==> config.mk <==
export PLATFORM = sky130hd
export DESIGN_NAME = shift_add_mult8
export DESIGN_NICKNAME = d
export VERILOG_FILES = /design/src/rtl/shift_add_mult8.sv
export SDC_FILE = /design/constraint.sdc
export NUM_CORES = 1
export LEC_CHECK = 0
export ABC_AREA = 1
export CORE_MARGIN = 4
export CORE_UTILIZATION = 56
export DETAILED_ROUTE_END_ITERATION = 10
export PLACE_DENSITY = 0.84
export SLEW_MARGIN = 20
export SYNTH_ARGS = -nofsm -noshare
export SYNTH_HDL_FRONTEND = slang
export SYNTH_HIERARCHICAL = 1
export SYNTH_SLANG_ARGS = --single-unit
==> constraint.sdc <==
create_clock -name clk -period 10 [get_ports clk]
set_clock_uncertainty 0.05 [all_clocks]
set_input_delay 1.5 -clock clk [delete_from_list [all_inputs] [get_ports clk]]
set_output_delay 1.5 -clock clk [all_outputs]
set_load 0.01 [all_outputs]
==> src/rtl/shift_add_mult8.sv <==
// ---------------------------------------------------------------------------
// shift_add_mult8 -- sequential 8x8 unsigned multiplier.
//
// Forms a*b with one shift-and-add iteration per clock. The only arithmetic
// element is the 8-bit ripple-carry adder Adder8. Its inputs come from the
// accumulator and multiplicand registers, and its sum/carry-out are shifted
// back into {acc, q} on every RUN edge.
//
// Ports (shift_add_mult8):
//   clk      in   1  clock, rising-edge active
//   rst      in   1  synchronous active-high reset
//   start    in   1  multiply request, accepted in IDLE or DONE only
//   a        in   8  multiplicand (sampled on the accepting edge)
//   b        in   8  multiplier   (sampled on the accepting edge)
//   busy     out  1  high while iterating (state RUN)
//   done     out  1  one-cycle pulse while state is DONE
//   product  out 16  registered result, held until the next final iteration
//
// Ports (Adder8):
//   A, B     in   8  operands
//   Cin      in   1  carry in
//   S        out  8  sum
//   Cout     out  1  carry out
// ---------------------------------------------------------------------------

module Adder8 (
  input  logic [7:0] A,
  input  logic [7:0] B,
  input  logic       Cin,
  output logic [7:0] S,
  output logic       Cout
);

  logic [8:0] carry;

  assign carry[0] = Cin;

  // One full-adder cell per bit, rippling the carry upward.
  for (genvar gi = 0; gi < 8; gi++) begin : g_fa
    assign S[gi]       = A[gi] ^ B[gi] ^ carry[gi];
    assign carry[gi+1] = (A[gi] & B[gi]) | (carry[gi] & (A[gi] ^ B[gi]));
  end

  assign Cout = carry[8];

endmodule

module shift_add_mult8 (
  input  logic        clk,
  input  logic        rst,
  input  logic        start,
  input  logic [7:0]  a,
  input  logic [7:0]  b,
  output logic        busy,
  output logic        done,
  output logic [15:0] product
);

  typedef enum logic [1:0] {
    IDLE = 2'd0,
    RUN  = 2'd1,
    DONE = 2'd2
  } state_t;

  state_t      state_q, state_d;
  logic [7:0]  m_q, m_d;
  logic [7:0]  acc_q, acc_d;
  logic [7:0]  q_q, q_d;
  logic [3:0]  cnt_q, cnt_d;
  logic [15:0] product_q, product_d;

  logic [7:0]  add_s;
  logic        add_cout;
  logic [8:0]  partial;   // {c, s}: acc+M when q[0] is set, else acc
  logic [15:0] shifted;   // {acc, q} after this iteration's right shift

  Adder8 u_adder (
    .A    (acc_q),
    .B    (m_q),
    .Cin  (1'b0),
    .S    (add_s),
    .Cout (add_cout)
  );

  always_comb begin
    partial = q_q[0] ? {add_cout, add_s} : {1'b0, acc_q};
    // Shift right by one across the 17-bit {c, s, q}; q[0] is dropped.
    shifted = {partial, q_q[7:1]};
  end

  always_comb begin
    state_d   = state_q;
    m_d       = m_q;
    acc_d     = acc_q;
    q_d       = q_q;
    cnt_d     = cnt_q;
    product_d = product_q;

    case (state_q)
      IDLE, DONE: begin
        if (start) begin
          m_d     = a;
          acc_d   = 8'd0;
          q_d     = b;
          cnt_d   = 4'd0;
          state_d = RUN;
        end else begin
          state_d = IDLE;
        end
      end

      RUN: begin
        acc_d = shifted[15:8];
        q_d   = shifted[7:0];
        cnt_d = cnt_q + 4'd1;
        // Eighth iteration: capture the finished product straight from the
        // shifter so it is valid in the same cycle that done rises.
        if (cnt_q == 4'd7) begin
          product_d = shifted;
          state_d   = DONE;
        end
      end

      default: state_d = IDLE;
    endcase
  end

  always_ff @(posedge clk) begin
    if (rst) begin
      state_q   <= IDLE;
      m_q       <= 8'd0;
      acc_q     <= 8'd0;
      q_q       <= 8'd0;
      cnt_q     <= 4'd0;
      product_q <= 16'd0;
    end else begin
      state_q   <= state_d;
      m_q       <= m_d;
      acc_q     <= acc_d;
      q_q       <= q_d;
      cnt_q     <= cnt_d;
      product_q <= product_d;
    end
  end

  // Status outputs decode registered state only.
  assign busy    = (state_q == RUN);
  assign done    = (state_q == DONE);
  assign product = product_q;

endmodule

# After elaboration in Yosys (flattened, before gate mapping)
# Index checks and enable logic that the tools add are counted.
# totals
regBits	46
inputBits	19
out_inout_bits	18
wordCells	65
# op_classes
n_addsub	1
n_eq_ne	5
n_mux	10
bitwise_logic	37
reduce_logical	6
# ops
cell	n
case mux 8 bit (2 select lines)	2
two-way mux 8 bit	2
bitwise AND 1 bit	15
XOR 1 bit	15
two-way mux 9 bit	1
case mux 4 bit (2 select lines)	1
OR 1 bit	7
AND reduction 2 bit	3
adder 4 x 1 -> 4 bit, second input constant	1
equality test 4 x 3 -> 1 bit, second input constant	1
two-way mux 4 bit	1
case mux 2 bit (2 select lines)	1
equality test 2 x 1 -> 1 bit, second input constant	1
equality test 2 bit, second input constant	1
zero test 2 bit	1
two-way mux 2 bit	1
!= test 2 x 1 -> 1 bit, second input constant	1
!= test 2 bit, second input constant	1
nonzero test 2 bit	1
OR reduction 2 bit	1
two-way mux 1 bit	1

# Depth between registers and ports, before layout
# logic_depth
depth_word	17
mapped_depth	16
mapped_depth_nobuf	16

# By module
# Netlist, hierarchy kept.
# by_module_without_submodules
mod	n_inst	cells_per_inst	area_per_inst_um2	seq_area_each_um2
shift_add_mult8	1	268	1873.0	920.9
Adder8	1	18	197.7	0.0

# Least setup slack after synthesis
# OpenSTA, ideal clock, no wires.
# synth_path
path_type	register -> register
from	register acc_q[0]
to	register acc_q[6]
setup_ns	0.070
t_arrival_ns	3.637
required_ns	9.880
path_slack_ns	6.242
path_stages_with_launch	17
path_buffers	0
period_less_slack_ns	3.758
path_cell_list	dfxtp_1 -> fa_1 -> inv_1 -> fa_1 -> inv_1 -> fa_1 -> fa_1 -> fa_1 -> fa_1 -> fa_1 -> inv_1 -> fa_1 -> inv_1 -> nand2_1 -> nand2_1 -> nand2_1 -> a21oi_1
# synth_between
elab_chain_cells	16
# synth_rtl
item	line_no	rtl
from (decl)	67	logic [7:0] acc_q, acc_d;
from (signal assigned)	132	acc_q <= 8'd0;
from (signal assigned)	139	acc_q <= acc_d;
bitwise AND 1 bit (2 in series)	41	assign carry[gi+1] = (A[gi] & B[gi]) | (carry[gi] & (A[gi] ^ B[gi]));
OR 1 bit	41	
bitwise AND 1 bit	41	
OR 1 bit	41	
bitwise AND 1 bit	41	
OR 1 bit	41	
bitwise AND 1 bit	41	
OR 1 bit	41	
bitwise AND 1 bit	41	
OR 1 bit	41	
bitwise AND 1 bit	41	
OR 1 bit	41	
XOR 1 bit	40	assign S[gi] = A[gi] ^ B[gi] ^ carry[gi];
net add_s[7]	72	logic [7:0] add_s;
two-way mux 9 bit	86	partial = q_q[0] ? {add_cout, add_s} : {1'b0, acc_q};
case mux 8 bit (2 select lines)	99	case (state_q)
# The timed path passes the listed nets, and every way through them passes these cells.
# A chain may end at the register's enable or synchronous reset.

# Worst setup path after layout
# Ends and elaborated chain as after synthesis.

==> metrics.txt <==
status complete, no violations; CTS tree done; Final nets 344; Die H 68.81 µm; maximum vdd drop 0.00006733 V; syn_nets 314; cells after synthesis 286; CTS H-tree lvls 2; startpoint types register; Post-DRT Antenna Nets 0; first-pass GRT wire length 7.314 mm; CP peak stage delay 430 ps; Final Hold Viols 0; WP data required 10170 ps; die area 4735 µm²; Critical path origin acc_q[0]; clk slew on worst S/H paths 80 ps; Slew headroom 0.3930; final wirelength 4.341 mm; FF/Latch Area 920.9 µm²; vias post-DR 1806; Final Wtd Congestion 0.7928; Num CTS Buffers 5; Post-synth ARST share 0; Port Buffer Count 36; antenna violations before repair 0; largest net degree at the start of global routing 30; flop-to-flop setup slack 5980 ps; worst path cell trace fa_1 -> inv_1 -> fa_1 -> inv_1 -> fa_1 -> fa_1 -> fa_1 -> fa_1 -> fa_1 -> inv_1 -> fa_1 -> inv_1 -> nand2_1 -> nand2_1 -> nand2_1 -> a21oi_1; main flop type after synthesis dfxtp_1; period utilization 0.4020; Placement Setup Slack 6023 ps; fmax 0.2487 GHz; Syn Area/Cell 7.240 µm²; CTS sink cnt 46; Stages on worst setup path 16; Reg2Reg Depth 16; most numerous cell on the critical path fa_1; Detailed Route Iter0 Violations 133; Power Density 135.5 nW/µm²; post-synthesis sequential area ratio 0.4447; CP max stage cell fa_1; most numerous cell in the Yosys netlist nand2_1; Core Footprint 3442 µm²; number of remaining DRC errors 0; Vias per Instance 4.989; ranking of synthesized cells by area dfxtp_1, nand2_1, fa_1; Pleak 0.001029 µW; Post-Route Setup TNS 0 ps; synthesized cell area 2071 µm²; delay-heaviest family, CP adder cells; later-pin clock latency in the skew report 300 ps; Post-CTS Resized 0; max-cap violation count 0; total gr overflow 0; Crit path arrival time 4190 ps; Ports 37; Post-DP HPWL 2.943 mm; final worst slack 5980 ps; placed cell areas 2422 µm²; commonest cells in the netlist nand2_1, dfxtp_1, inv_1; Syn-to-layout area delta 20.66%; Routed WL per cell 11.99 µm; final instance area 2499 µm²; Hold Crit Start q_q[6]; Worst setup EP type register; final setup vio count 0; initial core utilization 0.6016; Hold WC Path Type reg -> reg; Period minus WS final 4020 ps; WP buf/inv 4; ratio of cells with drive above 1 in the final layout 0.03481; Cell variety after synth 19; EDFF count, synth 0; Max Buffers Root-to-Sink 2; fillcell total 294; crit-path max FO 3; RSZ-0062 raised after global routing false; vias in the first global route 1724; clock root cell clkbuf_8; reg-to-reg startpoint acc_q[0]; Die Width 68.81 µm; router iterations before antenna repair 4; std cell rows 21; Critical R2R Capture acc_q[6]; max-slew violations 0; Setup Crit Path Kind reg -> reg; crit path to acc_q[6]; Tot GR Track Use 0.2123; Post-CTS Setup Repair Bufs 0; top-area cell type share of the netlist area 0.4447; biggest area consumer among synthesized cells dfxtp_1; Synth Warn # 6; Synth Register Bits 46; slew at the pin closest to its max-slew limit 909.6 ps; Multi-input gate area 924.6 µm²; diode count 0; Post-CTS Hold Buffers 0
[kinds of logic after synthesis]
group	share of synthesized area
simple gates	0.2502
buf+inv	0.1087
compound gates	0.1112
flops	0.4447
fa+ha+maj	0.08338
other cells	0.001811
[worst reg2reg max path, stage by stage, from the launching register on]
cell     delay [ps]
dfxtp_1         350
fa_1            430
inv_1            80
fa_1            160
inv_1            50
fa_1            380
fa_1            400
fa_1            400
fa_1            400
fa_1            370
inv_1            70
fa_1            400
inv_1            60
nand2_1          40
nand2_1         100
nand2_1          50
a21oi_1         170
[placed cells by master (no fill, tap or decap), drive strengths merged, types with 7 or more instances in the layout]
master	count
nand2	85
dfxtp	46
inv	41
clkdlybuf4s50	36
o21ai	26
nor2	25
a21oi	20
nand3	19
fa	8
clkbuf	7
[worst min path at each step]
stage          cells past startpoint  slack (ps)          to
4_1_cts                            2         420  product[5]
3_3_place_gp                       2         410  product[5]
5_1_grt                            2         450  product[9]
2_1_floorplan                      2         390  product[5]
3_5_place_dp                       2         410  product[5]
6_report                           2         420  product[5]
[per-layer routing]
metal | track usage | up-vias | wire (µm)
met5 | 0 | - | 0
met4 | 0.1046 | 0 | 92
met3 | 0.03890 | 8 | 244
met2 | 0.3826 | 47 | 2217
met1 | 0.2380 | 818 | 1786
li1 | - | 933 | -
[area by class of cell]
cell class,instances,share of cell area
sequential,46,0.3686
tap,46,0.02303
clock buffer,7,0.03055
multi-input combinational,185,0.3701
inverter,42,0.06360
timing repair buffer,36,0.1442
[registers in the layout, indices dropped and copies added, names as in the netlist]
name     cells
product     16
q_q          8
cnt_q        4
state_q      2
m_q          8
acc_q        8
[where the power goes]
group          internal (µW)  switching (µW)
logic                   15.2            22.4
clock network           48.2            58.2
registers                189            5.43
[per-stage QoR]
stage | total power [µW] | utilization | hold WS (ps) | instances
after detailed placement | 236.5 | 0.7037 | 413.0 | 355
final | 338.6 | 0.7259 | 422.3 | 362
after floorplan | 223.0 | - | 395.0 | 286
after CTS | 340.5 | 0.7259 | 424.0 | 362
after global routing | 353.4 | 0.7259 | 453.8 | 362
after global placement | 235.4 | 0.7037 | 407.7 | 355
Note: power is estimated with default switching activity, not from simulation.
